$ cat src/rtl/counter_scheduler.sv
// ============================================================================
// Module     : counter_scheduler
// Description: Two-requester round-robin scheduler in front of a shared 4-bit
//              up-counter. A granted requester gets one run that counts q from
//              0 up to its latched terminal count. A one-cycle done pulse ends
//              the run. Abort ends the run early without a done pulse.
// Config     : COUNTER_SCHEDULER_BACK_TO_BACK_EN - when defined, arbitration
//              is also active in DONE. A new run can then start with no idle
//              cycle in between.
// Revision   : 1.0 - initial release
// ============================================================================
`default_nettype none

module counter_scheduler (
    input  logic       clk,
    input  logic       reset,
    input  logic       req0,
    input  logic       req1,
    input  logic [3:0] len0,
    input  logic [3:0] len1,
    input  logic       abort,
    output logic       gnt0,
    output logic       gnt1,
    output logic [3:0] q,
    output logic       owner,
    output logic       busy,
    output logic       done
);

    typedef enum logic [1:0] {
        S_IDLE = 2'd0,
        S_RUN  = 2'd1,
        S_DONE = 2'd2
    } state_t;

    state_t     state_q, state_d;
    logic [3:0] cnt_q,   cnt_d;
    logic [3:0] limit_q, limit_d;
    logic       owner_q, owner_d;
    // Index of the last granted requester. It resets to 1 so that the first
    // contested grant after reset goes to requester 0.
    logic       last_q,  last_d;

    logic       arb_en;
    logic       winner;
    logic       grant;
    logic [3:0] win_len;

    // Arbitration window. Grants are held off while reset is asserted, so the
    // gnt outputs are forced low immediately.
`ifdef COUNTER_SCHEDULER_BACK_TO_BACK_EN
    assign arb_en = reset & ((state_q == S_IDLE) | (state_q == S_DONE));
`else
    assign arb_en = reset & (state_q == S_IDLE);
`endif

    // Round-robin pick. When both requesters ask, the one not granted last
    // wins. Otherwise the single requester wins.
    always_comb begin
        winner = 1'b0;
        if (req0 & req1) begin
            winner = ~last_q;
        end else begin
            winner = req1;
        end
    end

    assign grant   = arb_en & (req0 | req1);
    assign gnt0    = grant & ~winner;
    assign gnt1    = grant &  winner;
    assign win_len = winner ? len1 : len0;

    // Next-state logic for the run controller and its counter.
    always_comb begin
        state_d = state_q;
        cnt_d   = cnt_q;
        limit_d = limit_q;
        owner_d = owner_q;
        last_d  = last_q;
        case (state_q)
            S_IDLE: begin
                if (grant) begin
                    state_d = S_RUN;
                    cnt_d   = 4'd0;
                    limit_d = win_len;
                    owner_d = winner;
                    last_d  = winner;
                end
            end
            S_RUN: begin
                // Abort takes priority over reaching the terminal count.
                if (abort) begin
                    state_d = S_IDLE;
                    cnt_d   = 4'd0;
                end else if (cnt_q == limit_q) begin
                    state_d = S_DONE;
                end else begin
                    cnt_d = cnt_q + 4'd1;
                end
            end
            S_DONE: begin
                // grant can only be high here in the back-to-back build.
                if (grant) begin
                    state_d = S_RUN;
                    cnt_d   = 4'd0;
                    limit_d = win_len;
                    owner_d = winner;
                    last_d  = winner;
                end else begin
                    state_d = S_IDLE;
                    cnt_d   = 4'd0;
                end
            end
            default: begin
                state_d = S_IDLE;
                cnt_d   = 4'd0;
            end
        endcase
    end

    // State registers with asynchronous active-low reset.
    always_ff @(posedge clk or negedge reset) begin
        if (!reset) begin
            state_q <= S_IDLE;
            cnt_q   <= 4'd0;
            limit_q <= 4'd0;
            owner_q <= 1'b0;
            last_q  <= 1'b1;
        end else begin
            state_q <= state_d;
            cnt_q   <= cnt_d;
            limit_q <= limit_d;
            owner_q <= owner_d;
            last_q  <= last_d;
        end
    end

    assign q     = cnt_q;
    assign owner = owner_q;
    assign busy  = (state_q != S_IDLE);
    assign done  = (state_q == S_DONE);

endmodule

`default_nettype wire
$ cat config.mk
export PLATFORM = sky130hd
export DESIGN_NAME = counter_scheduler
export DESIGN_NICKNAME = d
export VERILOG_FILES = /design/src/rtl/counter_scheduler.sv
export SDC_FILE = /design/constraint.sdc
export NUM_CORES = 1
export LEC_CHECK = 0
export ABC_AREA = 1
export BUFFER_PORTS_ARGS = -buffer_cell sky130_fd_sc_hd__buf_4
export CAP_MARGIN = 20
export CORE_MARGIN = 3
export CORE_UTILIZATION = 46
export CTS_BUF_LIST = sky130_fd_sc_hd__clkbuf_4
export CTS_CLUSTER_SIZE = 16
export DETAILED_ROUTE_END_ITERATION = 6
export GPL_TIMING_DRIVEN = 0
export PLACE_DENSITY = 0.73
export SETUP_SLACK_MARGIN = 0.1
export SLEW_MARGIN = 25
export SYNTH_ARGS = -nofsm -noshare
export SYNTH_HDL_FRONTEND = slang
export SYNTH_SLANG_ARGS = --single-unit
$ cat constraint.sdc
create_clock -name clk -period 1.34 [get_ports clk]
set_clock_uncertainty 0.05 [all_clocks]
set_input_delay 0.268 -clock clk [delete_from_list [all_inputs] [get_ports clk]]
set_output_delay 0.268 -clock clk [all_outputs]
set_load 0.01 [all_outputs]
== Word level (Yosys, flattened, before mapping) ==
Cells that the tools add are included.

* Add/subtract/negate cells: 1
* Eq/ne operators: 6
* Muxes and demuxes: 11
* Bitwise gates (word level): 8
* Reductions and logical operators: 6

{| class="wikitable"
|+ Operators by type and width
! cell !! number
|-
| 2-to-1 mux 4 bit || 4
|-
| one-hot mux 4 bit (2 select lines) || 1
|-
| 2-to-1 mux 2 bit || 3
|-
| inequality test 3 bit, second input constant || 2
|-
| one-hot mux 2 bit (3 select lines) || 1
|-
| AND reduction 2 bit || 3
|-
| AND 1 bit || 5
|-
| adder 4 x 1 -> 4 bit, second input constant || 1
|-
| == test 4 bit || 1
|-
| == test 2 x 1 -> 1 bit, second input constant || 1
|-
| == test 2 bit, second input constant || 1
|-
| logical NOT 2 bit || 1
|-
| 2-to-1 mux 1 bit || 2
|-
| inequality test 2 bit, second input constant || 1
|-
| NOT 1 bit || 2
|-
| nonzero test 2 bit || 1
|-
| OR reduction 2 bit || 1
|-
| OR 1 bit || 1
|}

* Flip-flop bits (word level): 12
* Input port bits: 13
* Output and inout bits: 9
* Word-level logic and storage cells: 37

== Longest topological paths before layout ==
* Word-level depth: 5
* Depth in mapped cells: 8
* Mapped depth without buffers: 8

== Least setup slack after synthesis ==
Ideal clock, no wire load.

* Path kind: flip-flop to output port
* From: register state_q[0]
* To: output port gnt0
* Data arrival time: 0.900 ns
* Data required time: 1.022 ns
* Slack: 0.122 ns
* Stages on the path, launching flop included: 6
* Buffers on the path: 0
* Path through: dfrtp_1 -> nor2_2 -> inv_2 -> nor2_4 -> inv_2 -> nor2_4

* Cells in the longest elaborated chain, start to end: 4

{| class="wikitable"
|+ RTL lines
! what !! line !! source
|-
| start, declared || 36 || <nowiki>state_t state_q, state_d;</nowiki>
|-
| start signal, assigned || 130 || <nowiki>state_q <= state_d;</nowiki>
|-
| logical NOT 2 bit || 54 || <nowiki>assign arb_en = reset & (state_q == S_IDLE);</nowiki>
|-
| AND 1 bit || 54 ||
|-
| AND 1 bit || 68 || <nowiki>assign grant = arb_en & (req0 | req1);</nowiki>
|-
| AND 1 bit || 69 || <nowiki>assign gnt0 = grant & ~winner;</nowiki>
|-
| end, declared || 22 || <nowiki>output logic gnt0,</nowiki>
|}

No other way between the ends.

== Worst setup path in the final report ==
Same ends and word-level chain as after synthesis.

==> metrics.md <==
| Metric | Value |
|---|---|
| Status | `finished with violations` |
| Failing checks | `setup timing` |
| Count of input and output buffers | `21` |
| Worst reg2reg startpoint | `state_q[0]` |
| First-pass GRT wire length | `2750 um` |
| Core area | `1350 um^2` |
| RSZ-0062 raised after global routing | `true` |
| Fin crit period | `1620 ps` |
| Netlist cell types | `16` |
| Cell count after synthesis | `93` |
| Max Cap Viol | `0` |
| Main flop type after synthesis | `dfrtp_1` |
| Hold Slack | `147 ps` |
| Synth warn | `0` |
| IO Pins | `22` |
| # diodes | `0` |
| Clock root cell | `clkbuf_4` |
| Width of the chip | `44.8 um` |
| Worst Hold Class | `in -> reg` |
| Critical Path, Cell by Cell | `nor2_2, inv_2, nor2_4, inv_4, nor2_4, buf_6` |
| # DRC | `0` |
| Cell area power density | `1770 nW/um^2` |
| Die Footprint | `2010 um^2` |
| First drt pass iteration count | `4` |
| Final core occ | `81.9%` |
| Initial drt markers | `8` |
| Final hold vios | `0` |
| Setup crit end kind | `output pin` |
| Total gr overflow | `0` |
| Max Slew Vio Count | `0` |
| Reg area | `305 um^2` |
| Mapped cell area | `693 um^2` |
| Final Instance Area | `1110 um^2` |
| Synth top area share | `39.7%` |
| Share of layout cells above drive strength 1 | `52.2%` |
| Worst hold start | `len0[2]` |
| Post-route ant nets | `0` |
| Synth top cells by count | `nand2_1, dfrtp_1, inv_1` |
| Initial antenna violation count | `0` |
| Die Span Y | `44.8 um` |
| Fmax | `0.617 GHz` |
| Crit-path max cell delay | `400 ps` |
| Placed inst area | `870 um^2` |
| Most frequent cell after synthesis | `nand2_1` |
| Startpoint Class | `register` |
| Slew of the pin with the lowest slew margin | `516 ps` |
| Period utilization | `121%` |
| Peak VDD IR | `0.00122 V` |
| Largest area contributor in the synthesized netlist | `dfrtp_1` |
| Register area share after synthesis | `43.5%` |
| Leakage | `0.617 nW` |
| WP buf/inv | `3` |
| Most used cell, CP | `nor2_4` |
| Kind of critical path | `reg -> out` |
| Worst relative slew slack | `65.5%` |
| Clock-pin transition on the worst setup and hold timing paths | `80 ps` |
| Cells after DPL | `129` |
| Total Wirelength | `1790 um` |
| Row cnt | `13` |
| H-tree depth | `1` |
| Flop and latch count out of synthesis | `12` |
| Vias in the first global route | `650` |
| Delay-heaviest family, CP | `flip-flops` |
| Area of the multi-input gates | `377 um^2` |
| Syn_nets | `107` |
| Avg Inst Size Synth | `7.45 um^2` |
| Post-DP HPWL | `1040 um` |
| Share of synthesized flip-flops with an asynchronous set or reset | `100%` |
| Final GP Congestion | `0.790` |
| Later-pin clock latency in the skew report | `270 ps` |
| Num CTS Buffers | `3` |
| # setup viols final | `7` |
| Crit path arrival time | `1300 ps` |
| Worst Setup SP | `state_q[0]` |
| Largest net degree at the start of global routing | `12` |
| # clock sinks | `12` |
| Tot GR Track Use | `19.2%` |
| Synth area leaders | `dfrtp_1, nand2_1, inv_1` |
| FILL cells | `96` |
| Worst Path Required | `1020 ps` |
| EDFF count, synth | `0` |
| Area grow syn2layout | `59.6%` |
| WL/cell | `11.8 um` |
| Pwr Total | `0.00195 W` |
| CTS tree | `built` |
| Max clock buf depth | `2` |
| Vias per cell | `4.81` |
| Setup slack after layout | `-280 ps` |
| Final Net Count | `151` |
| DR vias | `726` |
| Final std cells w/o fill | `151` |
| CP max stage cell | `dfrtp_1` |
| Crit-path max FO | `3` |
| Initial Util | `51.3%` |
timing repair:
action,CTS,global route
hold endpoints to repair,11,0
hold buffers,2,0
pin swaps,3,13
gates cloned,0,0
gates resized for setup,6,19
setup buffers,8,10
endpoints found under the setup margin,4,18
logic make-up (layout without fill, tap and decap cells):
group,count (synthesis),count (layout),synth area share [%]
simple gates,63,63,41.9
buf+inv,14,57,7.58
flops,12,12,43.5
compound gates,2,2,3.97
fa+ha+maj,1,1,1.80
xor+xnor,1,1,1.26
metal layers:
metal	track usage [%]	part of all wire, %	vias to the layer above
met5	0	0	-
met4	8.77	1.6	0
met3	3.59	5.3	4
met2	34.4	52	24
met1	21.8	41	330
li1	-	-	368
final timing paths:
check | to | slack [ps] | cells after the start
min in group asynchronous | q[3] | 480 | 2
max reg2reg | limit_q[0] | -30 | 9
max | gnt0 | -280 | 6
min reg2reg | last_q | 430 | 2
max in group asynchronous | q[0] | 380 | 2
min | limit_q[2] | 150 | 3
per-stage QoR:
step,setup WS (ps),setup TNS [ps]
floorplan,122,0
CTS,-245,-554
global route,-385,-1400
detailed placement,-46.2,-55.6
finish,-280,-716
global placement,-46.0,-51.6
tightest hold or removal path, delay by kind of cell:
kind,cells,cell delay [ps]
simple gates,2,90
buf+inv,1,80
power by group:
part / leakage [nW] / switching, W / internal, W
Sequential: 0.149 / 0.000132 / 0.000504
Combinational: 0.449 / 0.000526 / 0.000532
Clock: 0.0184 / 0.000123 / 0.000136
Total: 0.617 / 0.000781 / 0.00117
registers in the layout, summed over array words and instances (netlist names):
signal   count
limit_q      4
q            4
state_q      2
last_q       1
owner        1
cell usage in the layout (no fill, tap or decap), drive strengths merged, types with 2 or more instances in the layout:
cell type    netlist  layout
nand2             45      45
inv               14      14
nand4              2       2
dfrtp             11      11
buf                0      37
nor2               7       7
clkbuf             0       4
nand3              9       9
dlygate4sd3        0       2
layout make-up:
| type | count | share of cell area, % |
|---|---|---|
| Clock buffer | 4 | 2.71 |
| Timing Repair Buffer | 39 | 29.0 |
| Inverter | 14 | 4.98 |
| Tap cell | 15 | 1.70 |
| Sequential cell | 12 | 27.6 |
| Multi-Input combinational cell | 67 | 34.0 |
No activity file was read; power rests on OpenSTA's default activity.
